`config.mk`:
```
export PLATFORM = sky130hd
export DESIGN_NAME = rename_register_file
export DESIGN_NICKNAME = d
export VERILOG_FILES = /design/src/rtl/rename_register_file.sv
export SDC_FILE = /design/constraint.sdc
export NUM_CORES = 2
export LEC_CHECK = 0
export CAP_MARGIN = 15
export CORE_MARGIN = 5
export CORE_UTILIZATION = 28
export CTS_CLUSTER_DIAMETER = 60
export DETAILED_ROUTE_END_ITERATION = 7
export GPL_TIMING_DRIVEN = 0
export PLACE_DENSITY = 0.42
export SLEW_MARGIN = 15
export SYNTH_ARGS = -nofsm -noshare
export SYNTH_HDL_FRONTEND = slang
export SYNTH_SLANG_ARGS = --single-unit
```
`constraint.sdc`:
```
create_clock -name clk -period 6.3 [get_ports clk]
set_input_delay 1.26 -clock clk [delete_from_list [all_inputs] [get_ports clk]]
set_output_delay 1.26 -clock clk [all_outputs]
set_load 0.02 [all_outputs]
```
`src/rtl/rename_register_file.sv`:
```
// Architectural register file with per-register ROB rename tags.
// Serves decoder operands (value or pending tag), records issue renames, and retires ROB commits.
module rename_register_file #(
    parameter int REG_COUNT = 32,
    parameter int REG_IDX_W = 5,
    parameter int TAG_W     = 4,
    parameter int DATA_W    = 32
) (
    input  logic                 clk,
    input  logic                 rst,
    input  logic [REG_IDX_W-1:0] dec_rs1_in,
    input  logic [REG_IDX_W-1:0] dec_rs2_in,
    output logic [DATA_W-1:0]    dec_Vj_out,
    output logic [DATA_W-1:0]    dec_Vk_out,
    output logic [TAG_W-1:0]     dec_Qj_out,
    output logic [TAG_W-1:0]     dec_Qk_out,
    input  logic                 dec_issue_signal_in,
    input  logic [REG_IDX_W-1:0] dec_rd_in,
    input  logic [TAG_W-1:0]     dec_tag_in,
    input  logic                 rob_commit_signal_in,
    input  logic [TAG_W-1:0]     rob_commit_tag_in,
    input  logic [DATA_W-1:0]    rob_commit_data_in,
    input  logic [REG_IDX_W-1:0] rob_commit_target_in,
    input  logic                 rob_flush_signal_in
);

    localparam logic [TAG_W-1:0] TAG_NULL = '0;

    logic [DATA_W-1:0] data_reg  [REG_COUNT];
    logic [TAG_W-1:0]  tag_reg   [REG_COUNT];
    logic [DATA_W-1:0] data_next [REG_COUNT];
    logic [TAG_W-1:0]  tag_next  [REG_COUNT];

    logic [REG_IDX_W-1:0] rs_idx [2];
    logic [DATA_W-1:0]    rs_v   [2];
    logic [TAG_W-1:0]     rs_q   [2];

    assign rs_idx[0]  = dec_rs1_in;
    assign rs_idx[1]  = dec_rs2_in;
    assign dec_Vj_out = rs_v[0];
    assign dec_Vk_out = rs_v[1];
    assign dec_Qj_out = rs_q[0];
    assign dec_Qk_out = rs_q[1];

    genvar gi;
    generate
        for (gi = 0; gi < REG_COUNT; gi++) begin : g_reg
            if (gi == 0) begin : g_zero
                assign data_next[gi] = '0;
                assign tag_next[gi]  = TAG_NULL;
            end else begin : g_live
                logic commit_hit;
                logic issue_hit;
                assign commit_hit = rob_commit_signal_in &&
                                    (rob_commit_target_in == REG_IDX_W'(gi));
                assign issue_hit  = dec_issue_signal_in && (dec_rd_in == REG_IDX_W'(gi));

                // Data always takes the commit; a still-pending later writer overwrites it on its own commit.
                assign data_next[gi] = commit_hit ? rob_commit_data_in : data_reg[gi];

                // Tag priority: flush, then issue, then clear on a matching commit.
                assign tag_next[gi] = rob_flush_signal_in ? TAG_NULL :
                                      issue_hit ? dec_tag_in :
                                      (commit_hit && (tag_reg[gi] == rob_commit_tag_in)) ? TAG_NULL :
                                      tag_reg[gi];
            end
        end

        for (gi = 0; gi < 2; gi++) begin : g_rd_port
            always_comb begin
                rs_v[gi] = data_reg[rs_idx[gi]];
                rs_q[gi] = tag_reg[rs_idx[gi]];
                if (rs_idx[gi] == '0) begin
                    rs_v[gi] = '0;
                    rs_q[gi] = TAG_NULL;
                end else if (rob_commit_signal_in && (rob_commit_target_in == rs_idx[gi]) &&
                             (tag_reg[rs_idx[gi]] == rob_commit_tag_in)) begin
                    // The producer retires this cycle; forward its result directly.
                    rs_v[gi] = rob_commit_data_in;
                    rs_q[gi] = TAG_NULL;
                end
            end
        end
    endgenerate

    always_ff @(posedge clk) begin
        for (int i = 0; i < REG_COUNT; i++) begin
            if (rst) begin
                data_reg[i] <= '0;
                tag_reg[i]  <= TAG_NULL;
            end else begin
                data_reg[i] <= data_next[i];
                tag_reg[i]  <= tag_next[i];
            end
        end
    end

endmodule

```
==> qor.txt <==
VDD IR-drop max: 0.269 mV
Largest net degree at the start of global routing: 33
Routability cong.: 0.915
Final WS setup: -0.0829 ns
Rel. slew slack: 2.84%
Die height: 482 um
Min cycle time layout: 6.38 ns
Setup crit end kind: primary output
Num CTS Buffers: 153
Vias: 44500
FP Rows: 173
Pwr Density: 276 nW/um2
Clock-pin slew on the worst setup and hold paths: 0.06 ns
Register-to-Register Path Depth: 5
Hold path startpoint: tag_reg[8][3]
Critical path launch point: dec_rs2_in[1]
Vias in the first global route: 43700
CTS Buffer Depth: 3
Area growth from synthesis to layout: 19.7%
Tightest Pin Transition: 1.45 ns
Yosys cell types: 60
IO buf count: 124
R2r startpoint: tag_reg[18][3]
Main synth FF type: edfxtp_1
Wire length per cell: 38.3 um
WP data required: 5.04 ns
Pre-CTS setup slack: -2.88 ns
Internal power: 14900 uW
Post-synth EDFFs: 992
Die width: 482 um
Initial antenna violation count: 55
Initial Util: 28.1%
Switching Share: 27.4%
Final-stage net count: 4849
Setup TNS: -0.184 ns
Final Hold Fails: 0
Vias/cell: 5.63
Startpoint types: primary input
Crit-path max FO: 10
Reg2Reg Capture Point: tag_reg[18][3]
Comb pwr share: 14.2%
WHS Path Cells: 2
#FFs+latches synth: 1116
Initial DRC count: 5700
Sw Pwr: 5640 uW
FF-to-FF setup slack: 4.74 ns
Share of layout cells above drive strength 1: 24.3%
Clock Latency Late Sink: 0.83 ns
H-tree lvl count: 4
GR Overflow Total: 0
Clock share of power: 44.0%
Max Cap Viol: 0
Die area: 232000 um2
HPWL Detailed: 215000 um
Share of power burned in registers: 41.8%
Layout fillers: 21800
DRT Pass-1 Iters: 5
Clock root buffer master: clkbuf_16
Clk_skew: 0.0246 ns
Status: finished with violations
Final setup violation count: 6
WP data arrival: 5.12 ns
Mean Syn Cell Area: 14.0 um2
Core footprint: 222000 um2
Syn. warnings: 0
Routed WL: 302000 um
Total track usage: 25.6%
Hold Buf Count CTS: 0
Antenna Violating Nets Remaining: 0
Pleak: 0.0258 uW
Asr flop ratio synth: 0%
Unrepaired setup endpoints after global routing: yes
Worst Hold Class: register to register
# DRC: 0
First-pass GRT wire length: 400000 um
I/O pins: 137
Final Cycle Share: 101%
Mapped cell area: 62300 um2
Net Count, Synth: 4526
Critical path class: primary input to primary output
Synth Instances: 4461
CTS tree: built
Max-slew violations: 0
Peak Freq: 157 MHz
Clock Sinks: 1116
Max reg flops: 992
Sequential area share after synthesis: 51.8%
Min-Delay Endpoint: tag_reg[8][3]
Failing checks: negative setup slack
power groups by stage:
stage | combinational (uW) | sequential [uW] | clock [uW]
after floorplan | 1520 | 8680 | 0
after global placement | 2750 | 8760 | 0
after detailed placement | 2830 | 8750 | 0
after CTS | 2890 | 8600 | 9150
after global routing | 2980 | 8640 | 9430
final | 2910 | 8600 | 9070
timing repair:
action | 4_1_cts | 5_1_grt
pin swaps | 1 | 0
setup buffers | 3 | 0
hold endpoints to repair | 0 | 0
endpoints found under the setup margin | 72 | 33
gates resized for setup | 362 | 25
how the worst max path moves through the flow:
stage                     end  slack [ns]  cells after the start
6_report        dec_Qk_out[1]       -0.08                     11
3_3_place_gp   dec_Vj_out[20]       -3.35                     11
2_1_floorplan   dec_Qk_out[1]        0.65                     11
3_5_place_dp   dec_Vj_out[20]       -2.88                     11
4_1_cts        dec_Vj_out[29]       -0.07                     14
5_1_grt        dec_Vk_out[27]       -0.10                     13
metrics by stage:
step                      hold slack (ns)  utilization (%)  instance area (um2)  std cells  total power [uW]
after floorplan                     0.478                -                62300       4461             10200
after global placement              0.503             30.3                67300       7560             11500
after detailed placement            0.514             30.8                68400       7602             11600
after CTS                           0.519             33.6                74400       7876             20600
after global routing                0.545             33.6                74500       7878             21100
final                               0.517             33.6                74500       7900             20600
critical path, cell delays in order:
cell             delay (ns)
buf_4                  0.21
nor2b_1                0.16
clkbuf_2               0.39
a32o_1                 0.42
o311ai_0               0.39
nor4bb_1               0.13
a31oi_1                0.24
a2111oi_2              0.12
buf_6                  0.21
a2111oi_1              0.80
clkdlybuf4s50_1        0.77
cells in the mapped netlist, types with 3 or more instances:
library cell  count  area share (%)
nand2b_1         27            0.27
a221oi_1          6           0.084
and3_1            4           0.040
buf_2            77            0.62
xor2_1          128             1.8
buf_1            28            0.17
o22ai_1          34            0.34
nor2b_1          12            0.12
inv_1             5           0.030
a32o_1            3           0.048
edfxtp_1        992              48
a21oi_1          92            0.74
mux4_1           11            0.46
o221ai_1         29            0.41
a31oi_1          41            0.41
mux4_2          558              20
buf_4             7           0.084
clkbuf_1        348             2.1
o21ai_0          31            0.25
xnor2_1          16            0.22
nor2_1          186             1.1
nor3_1           70            0.56
nand4_1           8           0.080
mux2i_1         198             3.2
buf_12            5            0.16
o32ai_1           3           0.042
dfxtp_1         124             4.0
a22oi_1         114             1.4
nand3b_1          4           0.048
nand2_1         105            0.63
mux2_2           48            0.87
or2_2            21            0.21
or3_1             3           0.030
and2_1          994              10
a22o_1           36            0.51
nand3_1          31            0.25
nor4_1           34            0.34
cells in the final DEF (no fill, tap or decap), types with 14 or more instances in the layout:
master / netlist / final
clkbuf_2: 0 / 76
o22ai_1: 34 / 33
mux4_2: 558 / 558
clkbuf_16: 0 / 156
a31oi_1: 41 / 41
nor3_1: 70 / 50
xor2_1: 128 / 128
clkdlybuf4s50_1: 0 / 82
and2_1: 994 / 994
dlygate4sd2_1: 0 / 33
a22o_1: 36 / 36
xnor2_1: 16 / 16
buf_12: 5 / 25
a22oi_1: 114 / 113
mux2_2: 48 / 48
clkinv_1: 1 / 30
a21oi_1: 92 / 90
nand3_1: 31 / 31
nor4_1: 34 / 31
nand2b_4: 0 / 15
buf_2: 77 / 20
nor3_2: 0 / 20
clkbuf_1: 348 / 275
buf_4: 7 / 43
or2_4: 0 / 17
diode_2: 0 / 23
mux2i_4: 0 / 14
o221ai_1: 29 / 29
dfxtp_1: 124 / 124
nor2_1: 186 / 186
mux2i_1: 198 / 177
nand2_1: 105 / 105
buf_16: 0 / 15
buf_6: 2 / 50
o21ai_0: 31 / 30
edfxtp_1: 992 / 992
bufinv_16: 0 / 20
final cells by class:
class	instances	area, um2	share of cell area [%]
Timing Repair Buffer	170	2070	2.78
Buffer	465	2720	3.65
Sequential cell	1116	32300	43.3
Tap cell	2975	3720	4.99
Clock inverter	89	1090	1.47
Inverter	6	27.5	0.0369
Multi-Input combinational cell	2872	28500	38.3
Clock buffer	184	4020	5.39
Antenna cell	23	57.6	0.0772
kinds of logic after synthesis:
group | Yosys count | synth area share, %
DFF | 1116 | 51.8
xor gates and xnor gates | 144 | 2.02
AOI/OAI and AO/OA | 401 | 4.38
buffers and inverters | 473 | 3.20
muxes | 817 | 24.7
and+or+nand+nor | 1510 | 13.9
per-layer routing:
layer | vias up | routed length [um] | GRT usage, %
met5 | - | 52 | 0
met3 | 554 | 24800 | 5.28
met1 | 23700 | 126000 | 34.8
li1 | 17800 | - | -
met4 | 8 | 13300 | 10.0
met2 | 2495 | 138000 | 40.3
(Power assumes the default switching activity.)
